===== src/rtl/fadd_arbiter.sv =====
`default_nettype none
// ============================================================================
// Module      : fadd_arbiter
// Description : Round-robin share of one combinational fadd32 adder between
//               two requesters with valid/ready request and response sides.
// Revision    : 1.0 - initial release
// ============================================================================
module fadd_arbiter #(
    parameter int EXEC_CYCLES = 1
) (
    input  logic        clk,
    input  logic        reset_n,
    input  logic        req0_valid,
    output logic        req0_ready,
    input  logic [31:0] req0_a,
    input  logic [31:0] req0_b,
    output logic        rsp0_valid,
    input  logic        rsp0_ready,
    output logic [31:0] rsp0_result,
    input  logic        req1_valid,
    output logic        req1_ready,
    input  logic [31:0] req1_a,
    input  logic [31:0] req1_b,
    output logic        rsp1_valid,
    input  logic        rsp1_ready,
    output logic [31:0] rsp1_result,
    output logic [31:0] fadd_a,
    output logic [31:0] fadd_b,
    input  logic [31:0] fadd_result,
    output logic        busy,
    output logic        grant_id
);

    localparam logic [3:0] c_CNT_LOAD = 4'(EXEC_CYCLES - 1);

    typedef enum logic [1:0] {
        ST_IDLE = 2'd0,
        ST_EXEC = 2'd1,
        ST_RESP = 2'd2
    } state_t;

    state_t      r_state;
    state_t      w_state_nxt;
    logic        r_ptr;
    logic        w_ptr_nxt;
    logic        r_owner;
    logic        w_owner_nxt;
    logic [3:0]  r_cnt;
    logic [3:0]  w_cnt_nxt;
    logic [31:0] r_op_a;
    logic [31:0] w_op_a_nxt;
    logic [31:0] r_op_b;
    logic [31:0] w_op_b_nxt;
    logic [31:0] r_result;
    logic [31:0] w_result_nxt;

    logic        w_grant_vld;
    logic        w_grant_id;
    logic        w_idle;
    logic        w_accept;
    logic        w_rsp_hs;

    // Pointer only breaks ties; a lone requester always wins.
    always_comb begin
        w_grant_vld = req0_valid | req1_valid;
        w_grant_id  = (req0_valid && req1_valid) ? r_ptr : req1_valid;
        w_idle      = (r_state == ST_IDLE);
        w_accept    = w_idle && w_grant_vld;
        w_rsp_hs    = r_owner ? rsp1_ready : rsp0_ready;
    end

    // Ready is combinational from valid, so hold it low while reset is active.
    assign req0_ready  = reset_n && w_accept && !w_grant_id;
    assign req1_ready  = reset_n && w_accept &&  w_grant_id;

    assign rsp0_valid  = (r_state == ST_RESP) && !r_owner;
    assign rsp1_valid  = (r_state == ST_RESP) &&  r_owner;
    assign rsp0_result = r_result;
    assign rsp1_result = r_result;

    assign fadd_a      = r_op_a;
    assign fadd_b      = r_op_b;
    assign busy        = !w_idle;
    assign grant_id    = r_owner;

    always_comb begin
        w_state_nxt  = r_state;
        w_ptr_nxt    = r_ptr;
        w_owner_nxt  = r_owner;
        w_cnt_nxt    = r_cnt;
        w_op_a_nxt   = r_op_a;
        w_op_b_nxt   = r_op_b;
        w_result_nxt = r_result;
        case (r_state)
            ST_IDLE: begin
                if (w_accept) begin
                    w_op_a_nxt  = w_grant_id ? req1_a : req0_a;
                    w_op_b_nxt  = w_grant_id ? req1_b : req0_b;
                    w_owner_nxt = w_grant_id;
                    w_ptr_nxt   = !w_grant_id;
                    w_cnt_nxt   = c_CNT_LOAD;
                    w_state_nxt = ST_EXEC;
                end
            end
            ST_EXEC: begin
                // Operands have been stable for EXEC_CYCLES cycles at cnt==0.
                if (r_cnt == 4'd0) begin
                    w_result_nxt = fadd_result;
                    w_state_nxt  = ST_RESP;
                end else begin
                    w_cnt_nxt = r_cnt - 4'd1;
                end
            end
            ST_RESP: begin
                if (w_rsp_hs) begin
                    w_state_nxt = ST_IDLE;
                end
            end
            default: begin
                w_state_nxt = ST_IDLE;
            end
        endcase
    end

    always_ff @(posedge clk or negedge reset_n) begin
        if (!reset_n) begin
            r_state  <= ST_IDLE;
            r_ptr    <= 1'b0;
            r_owner  <= 1'b0;
            r_cnt    <= 4'd0;
            r_op_a   <= 32'd0;
            r_op_b   <= 32'd0;
            r_result <= 32'd0;
        end else begin
            r_state  <= w_state_nxt;
            r_ptr    <= w_ptr_nxt;
            r_owner  <= w_owner_nxt;
            r_cnt    <= w_cnt_nxt;
            r_op_a   <= w_op_a_nxt;
            r_op_b   <= w_op_b_nxt;
            r_result <= w_result_nxt;
        end
    end

endmodule
`default_nettype wire


===== config.mk =====
export PLATFORM = sky130hd
export DESIGN_NAME = fadd_arbiter
export DESIGN_NICKNAME = d
export VERILOG_FILES = /design/src/rtl/fadd_arbiter.sv
export SDC_FILE = /design/constraint.sdc
export NUM_CORES = 1
export LEC_CHECK = 0
export BUFFER_PORTS_ARGS = -buffer_cell sky130_fd_sc_hd__buf_2
export CAP_MARGIN = 5
export CORE_MARGIN = 1.5
export CORE_UTILIZATION = 30
export CTS_CLUSTER_DIAMETER = 30
export DETAILED_ROUTE_END_ITERATION = 6
export GPL_ROUTABILITY_DRIVEN = 0
export RECOVER_POWER = 100
export SYNTH_ARGS = -nofsm -noshare
export SYNTH_HDL_FRONTEND = slang
export SYNTH_SLANG_ARGS = --single-unit

===== constraint.sdc =====
create_clock -name clk -period 3.2 [get_ports clk]
set_input_delay 0.16 -clock clk [delete_from_list [all_inputs] [get_ports clk]]
set_output_delay 0.16 -clock clk [all_outputs]
set_load 0.05 [all_outputs]

== After elaboration in Yosys (flattened, before gate mapping) ==
Cells that the tools add are included.
Word-level totals
  output and inout port bits: 134
  memories kept: 0
  bits in writable memories: 0
  input port bits: 166
  logic and storage cells: 43
  memory bits (read-only): 0
  bits in latches: 0
  register bits after elaboration: 104
Cells by class
  shift-type cells: 0
  add/sub/neg operators: 1
  multipliers: 0
  eq/ne operators: 6
  divide/modulo/power cells: 0
  bitwise gates (word level): 1
  muxes and demuxes: 11
  reductions and logical operators: 17
  order comparisons: 0
Operators with widths (number)
  two-way mux 32 bit: 2
  two-way mux 4 bit: 2
  case mux 4 bit (2 select lines): 1
  logical AND 1 bit: 7
  two-way mux 2 bit: 3
  inequality test 2 bit (second input constant): 3
  case mux 2 bit (3 select lines): 1
  AND reduction 3 bit: 2
  zero test 4 bit: 1
  AND reduction 2 bit: 2
  subtractor 4 x 1 -> 4 bit (second input constant): 1
  zero test 1 bit: 3
  equality test 2 x 1 -> 1 bit (second input constant): 1
  equality test 2 bit (second input constant): 1
  zero test 2 bit: 1
  two-way mux 1 bit: 2
  inequality test 2 x 1 -> 1 bit (second input constant): 1
  nonzero test 2 bit: 1
  OR 1 bit: 1

== Longest topological paths before layout ==
Gate-level depths: netlist of run 1.
  word-level depth: 4
  mapped depth: 7
  depth with buffers taken out: 5

== Worst setup path before layout of run 1 ==
Ideal clock, no wire load.
  kind: register to output
  from: register r_state[0]
  to: output req1_ready
  required time: 3.040 ns
  slack: 1.468 ns
  stages on the path, launching flop included: 6
  path buffers: 2
  data arrival time: 1.572 ns
  path through: dfrtp_1 -> nor2_1 -> and3_1 -> buf_2 -> buf_2 -> and2_1
Between the ends
  cells in the longest elaborated chain, start to end: 4
RTL lines
  from (decl): RTL line 42  | state_t r_state;
  from (signal assigned): RTL line 135  | r_state <= w_state_nxt;
  zero test 2 bit: RTL line 67  | w_idle = (r_state == ST_IDLE);
  logical AND 1 bit: RTL line 68  | w_accept = w_idle && w_grant_vld;
  logical AND 1 bit (2 in a row): RTL line 74  | assign req1_ready = reset_n && w_accept && w_grant_id;
  to (decl): RTL line 21  | output logic req1_ready,
No other way between the ends.

== Worst setup path in the final report of run 1 ==
Same ends and word-level chain as after synthesis.

==> flow_summary.yaml, run 1 <==
run_status:
  violations: "capacitance limit, slew limit"
  status: "finished with violations"
logic_synthesis:
  synth_seq_cells: 104
  synth_top_family_by_area: "compound AO/OA/AOI/OAI gates"
  synthSimpleGateAreaFrac_pct: 3.12
  synth.area.mux_share_pct: 7.84
  yosysSeqAreaShare_pct: 55.1
  synth_xor_area_share_pct: 0
  synth_compound_area_share_pct: 25.0
  synth.net_count: 537
  synthAdderAreaFrac_pct: 0.530
  synth_warnings: 0
  synth_cell_types: 29
  syn_inst: 369
  synthesis.area_mm2: 0.00473
  synth.avg_cell_area_um2: 12.8
die:
  rows: 45
  die_w_um: 129
  fp.dieH_um: 129
  start_util_pct: 30.9
  die_area_mm2: 0.0165
  ioPinCount: 300
  core_area_mm2: 0.0153
hold_path:
  holdCritPathClass: "in2reg"
  hold_depth: 2
  hp-start: "fadd_result[8]"
  min_to: "rsp0_result[8]$_DFFE_PN0P_"
detailed_routing:
  viasPerCell: 4.87
  routedWlPerCell_um: 17.0
  drt_iter0_drc: 127
  drtAntennaViolNets: 0
  drt_pass1_iterations: 4
  num_vias: 4085
  routed_wl_mm: 14.2
  drc: 0
cells_and_area:
  antenna_cells: 0
  regArea_mm2: 0.00260
  syn2layout_area_growth_pct: 33.9
  fillCellCount: 1559
  multi_input_area_mm2: 0.00173
  num-nets-final: 791
  instances_no_fill: 839
  drive_above_1_share_pct: 30.6
cts:
  clk_path_buf_depth: 2
  postCtsHoldBufs: 1
  clk_pin_slew_ns: 0.08
  cts_tree: "yes"
  clkLatencyLatePin_ns: 0.35
  cts_htree_levels: 3
  cts_num_sinks: 104
  clockRootBuffer: "clkbuf_16"
  postCtsResizedCells: 0
  cts_buffers: 9
  cts_setup_buffers: 0
sta:
  hold_viol_final: 0
  drv_slew: 66
  period_minus_slack_ns: 2.73
  finalSetupViolations: 0
  fin_tns_setup_ns: 0
  post-route-period-util_pct: 85.4
  whs_ns: 0.0231
  finalClockSkew_ns: 0.00963
  rsz0062_at_grt: "no"
  max_slew_margin_pct: -29.7
  worstMarginPinSlew_ns: 1.95
  fmax_mhz: 366
setup_path:
  reg2regPathDepth: 5
  r2r-start: "r_state[0]$_DFFE_PN0P_"
  r2r_end: "r_cnt[1]$_DFFE_PN0P_"
  critPathKind: "reg2out"
  crit_chain: "nor2_4, clkbuf_2, and3_2, and2_1, buf_2"
  startpoint_type: "register"
  crit_slowest_cell: "and3_2"
  critical_path_required_ns: 3.04
  critPathMaxFanout: 35
  cpPeakStageDelay_ns: 0.69
  r2r_slack_ns: 0.80
  endpoint_kind: "primary output"
  worstPathArrival_ns: 2.57
global_routing:
  grt_max_degree: 66
  antenna_found_initial: 0
  overflow: 0
  grt_pass1_vias: 4152
  grt_usage_pct: 16.6
  grt_pass1_wl_mm: 21.1
flow_run:
  maxCapViolCount: 1
placement:
  io_buffer_count: 299
  dp_cells: 822
  hpwl_mm: 10.4
-- metal layers --
metal | global-route usage [%] | part of all wire (%)
met5 | 0 | 0
met4 | 6.54 | 1.6
met3 | 3.91 | 7.5
met2 | 30.4 | 51
met1 | 18.8 | 40
-- worst max path at each step --
stage	slack (ns)	end	cells past startpoint	from
global placement	1.08	req1_ready	5	r_state[0]$_DFFE_PN0P_
global route	0.29	req1_ready	5	r_state[0]$_DFFE_PN0P_
floorplan	1.47	req1_ready	5	r_state[0]$_DFFE_PN0P_
detailed placement	1.02	req1_ready	5	r_state[0]$_DFFE_PN0P_
CTS	0.63	req1_ready	5	r_state[0]$_DFFE_PN0P_
finish	0.47	req1_ready	5	r_state[0]$_DFFE_PN0P_
-- Yosys cell counts, drive strengths merged --
cell / number / area share [%]
dfrtp: 104 / 55
ha: 2 / 0.53
o311ai: 1 / 0.19
nand2: 2 / 0.16
o21ai: 4 / 0.42
and2: 2 / 0.26
o31ai: 1 / 0.16
a21boi: 64 / 10
mux2: 32 / 7.6
buf: 50 / 7.0
nor2b: 1 / 0.13
a221o: 64 / 14
or3: 1 / 0.13
a21o: 2 / 0.32
nor3b: 1 / 0.26
nor2: 5 / 0.40
or4: 2 / 0.32
nand2b: 5 / 0.66
or2: 1 / 0.13
clkbuf: 14 / 1.1
mux2i: 1 / 0.21
or4b: 1 / 0.21
and3: 2 / 0.26
inv: 4 / 0.32
a21oi: 2 / 0.21
and3b: 1 / 0.19
-- placed cells by master, fill, tap and decap left out, types with 2 or more instances in the layout --
cell type	synthesis	final
dfrtp_1	104	104
a21o_1	2	2
mux2_1	32	32
nand2b_1	5	5
nand2_1	2	2
clkinv_4	0	3
nor2_1	5	4
a21boi_0	42	64
and3_2	0	2
clkbuf_2	0	5
ha_1	2	2
or4_1	2	2
clkbuf_1	14	133
clkbuf_16	0	9
o21ai_0	4	4
a221o_1	64	64
inv_6	0	2
buf_2	18	166
inv_1	3	3
a21oi_1	2	2
buf_12	0	2
-- final cells by class --
cell class              count  area share (%)
clock inverters             7            1.34
well taps                 211            4.17
repair buffers            307            22.2
inverters                   4           0.237
flip-flops and latches    104            41.1
clock buffers               9            3.56
multi-input cells         197            27.3
-- stage by stage --
stage / setup WS, ns / area (um2) / utilization [%]
after detailed placement: 1.02 / 6190 / 40.4
after global routing: 0.290 / 6330 / 41.3
final: 0.467 / 6330 / 41.3
after global placement: 1.08 / 6190 / 40.4
after floorplan: 1.47 / 4730 / -
after CTS: 0.625 / 6510 / 42.5
-- critical path: cells and delay by family, from the launching register on --
kind | cells | cell delay, ns
buffers and inverters | 2 | 0.77
and+or+nand+nor | 3 | 1.02
DFF | 1 | 0.44
-- registers in the layout (all words and copies together) (netlist names) --
| register | cells |
|---|---|
| r_cnt | 4 |
| rsp0_result | 32 |
| r_ptr | 1 |
| grant_id | 1 |
| fadd_a | 32 |
| fadd_b | 32 |
| r_state | 2 |
-- cell families after synthesis --
group / count (synthesis)
simple gates: 24
mux: 33
fa+ha+maj: 2
compound gates: 138
flops: 104
buf+inv: 68
Power of run 1 is not shown: default switching activity piles up to over one toggle a cycle in this logic, so the estimate is an artifact.
==> inputs of run 2 (changes only) <==
--- a/config.mk
+++ b/config.mk
@@ -12,6 +12,7 @@
 export CTS_CLUSTER_DIAMETER = 30
 export DETAILED_ROUTE_END_ITERATION = 6
 export GPL_ROUTABILITY_DRIVEN = 0
+export MAX_ROUTING_LAYER = met4
 export RECOVER_POWER = 100
 export SYNTH_ARGS = -nofsm -noshare
 export SYNTH_HDL_FRONTEND = slang
==> flow_summary.yaml, run 2 <==
die:
  fp.dieH_um: 129
  ioPinCount: 300
  start_util_pct: 30.9
  rows: 45
  die_w_um: 129
placement:
  dp_cells: 822
  io_buffer_count: 299
  hpwl_mm: 10.4
  place_area_mm2: 0.00619
run_status:
  stop_stage: "detailed routing (5_2_route)"
  status: "did not finish"
  error: "[ERROR DRT-0255] Maze Route cannot find path of net clk in worker of routeBox ( 96600 0 ) ( 128510 48300 )."
cts:
  cts_buffers: 9
  cts_htree_levels: 3
  clockRootBuffer: "clkbuf_16"
  cts_setup_buffers: 0
  postCtsHoldBufs: 1
  postCtsResizedCells: 0
  clk_path_buf_depth: 2
  cts_num_sinks: 104
global_routing:
  antenna_found_initial: 0
  grt_usage_pct: 17.2
  grt_pass1_vias: 4155
  grt_pass1_wl_mm: 21.1
  overflow: 0
  grt_max_degree: 66
logic_synthesis:
  syn_inst: 369
  synth.net_count: 537
  synth_cell_types: 29
  synth_top_area_share_pct: 55.1
  synth_edf_count: 0
  synthesis.area_mm2: 0.00473
  synthTopCellsByCount: "dfrtp_1 (104), a221o_1 (64), a21boi_0 (42), buf_4 (32), mux2_1 (32)"
  ys_top_cells_by_area: "dfrtp_1 (55%), a221o_1 (14%), mux2_1 (7.6%)"
  yosysMostFrequentCell: "dfrtp_1"
  yosysTopAreaCell: "dfrtp_1"
  async_flop_share_pct: 100
  ys.flop_type: "dfrtp_1"
  synth.avg_cell_area_um2: 12.8
  synth_warnings: 0
  yosysSeqAreaShare_pct: 55.1
  synth_seq_cells: 104
[run 2: cell counts after synthesis]
Identical to the previous run, type by type.
[run 2: cell families after synthesis]
family,synth area share (%)
buffers and inverters,8.42
AO/OA/AOI/OAI,25.0
flip-flops,55.1
AND/OR/NAND/NOR,3.12
adder cells (fa/ha/maj),0.529
multiplexers,7.84
[run 2: routing by layer]
layer	GRT usage [%]
met1	18.9
met5	-
met2	30.4
met3	3.70
met4	6.54
[run 2: stage by stage]
stage / hold WS, ns / setup slack [ns]
after CTS: 0.00508 / 0.625
after detailed placement: 0.238 / 1.02
after floorplan: -0.136 / 1.47
after global placement: 0.234 / 1.08
after global routing: 0.00978 / 0.290
==> inputs of run 3 (changes only) <==
--- a/config.mk
+++ b/config.mk
@@ -8,11 +8,10 @@
 export BUFFER_PORTS_ARGS = -buffer_cell sky130_fd_sc_hd__buf_2
 export CAP_MARGIN = 5
 export CORE_MARGIN = 1.5
-export CORE_UTILIZATION = 30
-export CTS_CLUSTER_DIAMETER = 30
+export CORE_UTILIZATION = 20
 export DETAILED_ROUTE_END_ITERATION = 6
 export GPL_ROUTABILITY_DRIVEN = 0
-export MAX_ROUTING_LAYER = met4
+export PLACE_DENSITY_LB_ADDON = 0.15
 export RECOVER_POWER = 100
 export SYNTH_ARGS = -nofsm -noshare
 export SYNTH_HDL_FRONTEND = slang
==> flow_summary.yaml, run 3 (synthesized netlist as in run 1, its figures left out) <==
run_status:
  status: "complete, no violations"
cells_and_area:
  instances_no_fill: 955
  num-nets-final: 799
  fillCellCount: 2512
  final_common_cell: "buf_2"
  regArea_mm2: 0.00260
  multi_input_area_mm2: 0.00173
  drive_above_1_share_pct: 30.7
  final_cell_mix: "buf_2 (167), clkbuf_1 (133), dfrtp_1 (104)"
  antenna_cells: 0
  syn2layout_area_growth_pct: 38.2
setup_path:
  crit_slowest_cell: "clkbuf_2"
  reg2regPathDepth: 4
  r2r_end: "fadd_b[18]$_DFFE_PN0P_"
  cpPeakStageDelay_ns: 0.70
  critPathMaxFanout: 41
  crit_chain: "nor2_4, and3_2, clkbuf_2, and2_1, buf_2"
  r2r_slack_ns: 0.85
  critical_path_required_ns: 3.04
  critPathKind: "reg2out"
  endpoint_kind: "primary output"
  startpoint_type: "register"
  r2r-start: "r_state[0]$_DFFE_PN0P_"
  worstPathArrival_ns: 2.33
sta:
  fin_tns_setup_ns: 0
  hold_viol_final: 0
  worstMarginPinSlew_ns: 1.38
  finalClockSkew_ns: 0.00650
  rsz0062_at_grt: "no"
  fmax_mhz: 402
  post-route-period-util_pct: 77.8
  finalSetupViolations: 0
  whs_ns: 0.0209
  period_minus_slack_ns: 2.49
  max_slew_margin_pct: 7.68
  drv_slew: 0
detailed_routing:
  routedWlPerCell_um: 16.3
  num_vias: 4134
  drt_pass1_iterations: 5
  drc: 0
  viasPerCell: 4.33
  routed_wl_mm: 15.5
  drtAntennaViolNets: 0
  drt_iter0_drc: 191
die:
  core_area_mm2: 0.0233
  die_w_um: 157
  start_util_pct: 20.3
  die_area_mm2: 0.0246
  rows: 56
  ioPinCount: 300
  fp.dieH_um: 157
cts:
  cts_buffers: 9
  postCtsResizedCells: 0
  clk_pin_slew_ns: 0.08
  cts_tree: "yes"
  clkLatencyLatePin_ns: 0.35
  clockRootBuffer: "clkbuf_16"
  cts_num_sinks: 104
  clk_path_buf_depth: 2
  cts_setup_buffers: 0
  cts_htree_levels: 3
hold_path:
  hp-start: "fadd_result[22]"
  hold_depth: 2
  holdCritPathClass: "in2reg"
  min_to: "rsp0_result[22]$_DFFE_PN0P_"
global_routing:
  grt_usage_pct: 12.4
  antenna_found_initial: 0
  grt_max_degree: 67
  grt_busiest_layer: "met2"
  use_met3_pct: 3.74
  grtUsageMet2_pct: 22.3
  overflow: 0
  grt_pass1_wl_mm: 23.5
  met1_usage_pct: 14.0
  grt_pass1_vias: 4357
placement:
  hpwl_mm: 11.1
  dp_cells: 930
  io_buffer_count: 299
flow_run:
  maxCapViolCount: 0
==> run 3: critical path: cells and delay by family, from the launching register on <==
family                 cells  cell delay (ns)
buffers and inverters      2             0.97
flip-flops                 1             0.44
AND/OR/NAND/NOR            3             0.56
==> run 3: how the worst max path moves through the flow <==
stage	slack (ns)	endpoint	startpoint
6_report	0.71	req0_ready	r_state[0]$_DFFE_PN0P_
3_5_place_dp	1.05	rsp0_result[8]$_DFFE_PN0P_	r_cnt[0]$_DFFE_PN0P_
5_1_grt	0.47	busy	r_state[0]$_DFFE_PN0P_
3_3_place_gp	1.18	rsp0_result[3]$_DFFE_PN0P_	r_cnt[0]$_DFFE_PN0P_
4_1_cts	0.95	req1_ready	r_state[0]$_DFFE_PN0P_
2_1_floorplan	1.47	req1_ready	r_state[0]$_DFFE_PN0P_
==> run 3: metal layers <==
metal | wire [um] | up-vias
li1 | - | 1899
met1 | 6550 | 2035
met2 | 7720 | 189
met3 | 1080 | 11
met4 | 193 | 0
met5 | 0 | -
==> run 3: metrics by stage <==
| step | area (um2) | setup slack, ns | util (%) |
|---|---|---|---|
| detailed placement | 6320 | 1.05 | 27.1 |
| global route | 6530 | 0.469 | 28.0 |
| CTS | 6710 | 0.945 | 28.8 |
| floorplan | 4730 | 1.47 | - |
| global placement | 6320 | 1.18 | 27.1 |
| finish | 6530 | 0.711 | 28.0 |
==> run 3: area by class of cell <==
type                       count  share of cell area [%]
timing repair buffer         315                    22.6
multi-input combinational    197                    26.5
tap                          319                    6.11
sequential                   104                    39.8
clock inverter                 6                    1.17
clock buffer                  10                    3.51
inverter                       4                   0.230
==> run 3: timing repair <==
action,4_1_cts,5_1_grt
hold buffers,9,0
hold endpoints to repair,13,0
endpoints found under the setup margin,0,0
Power of run 3 is left out for the same reason.
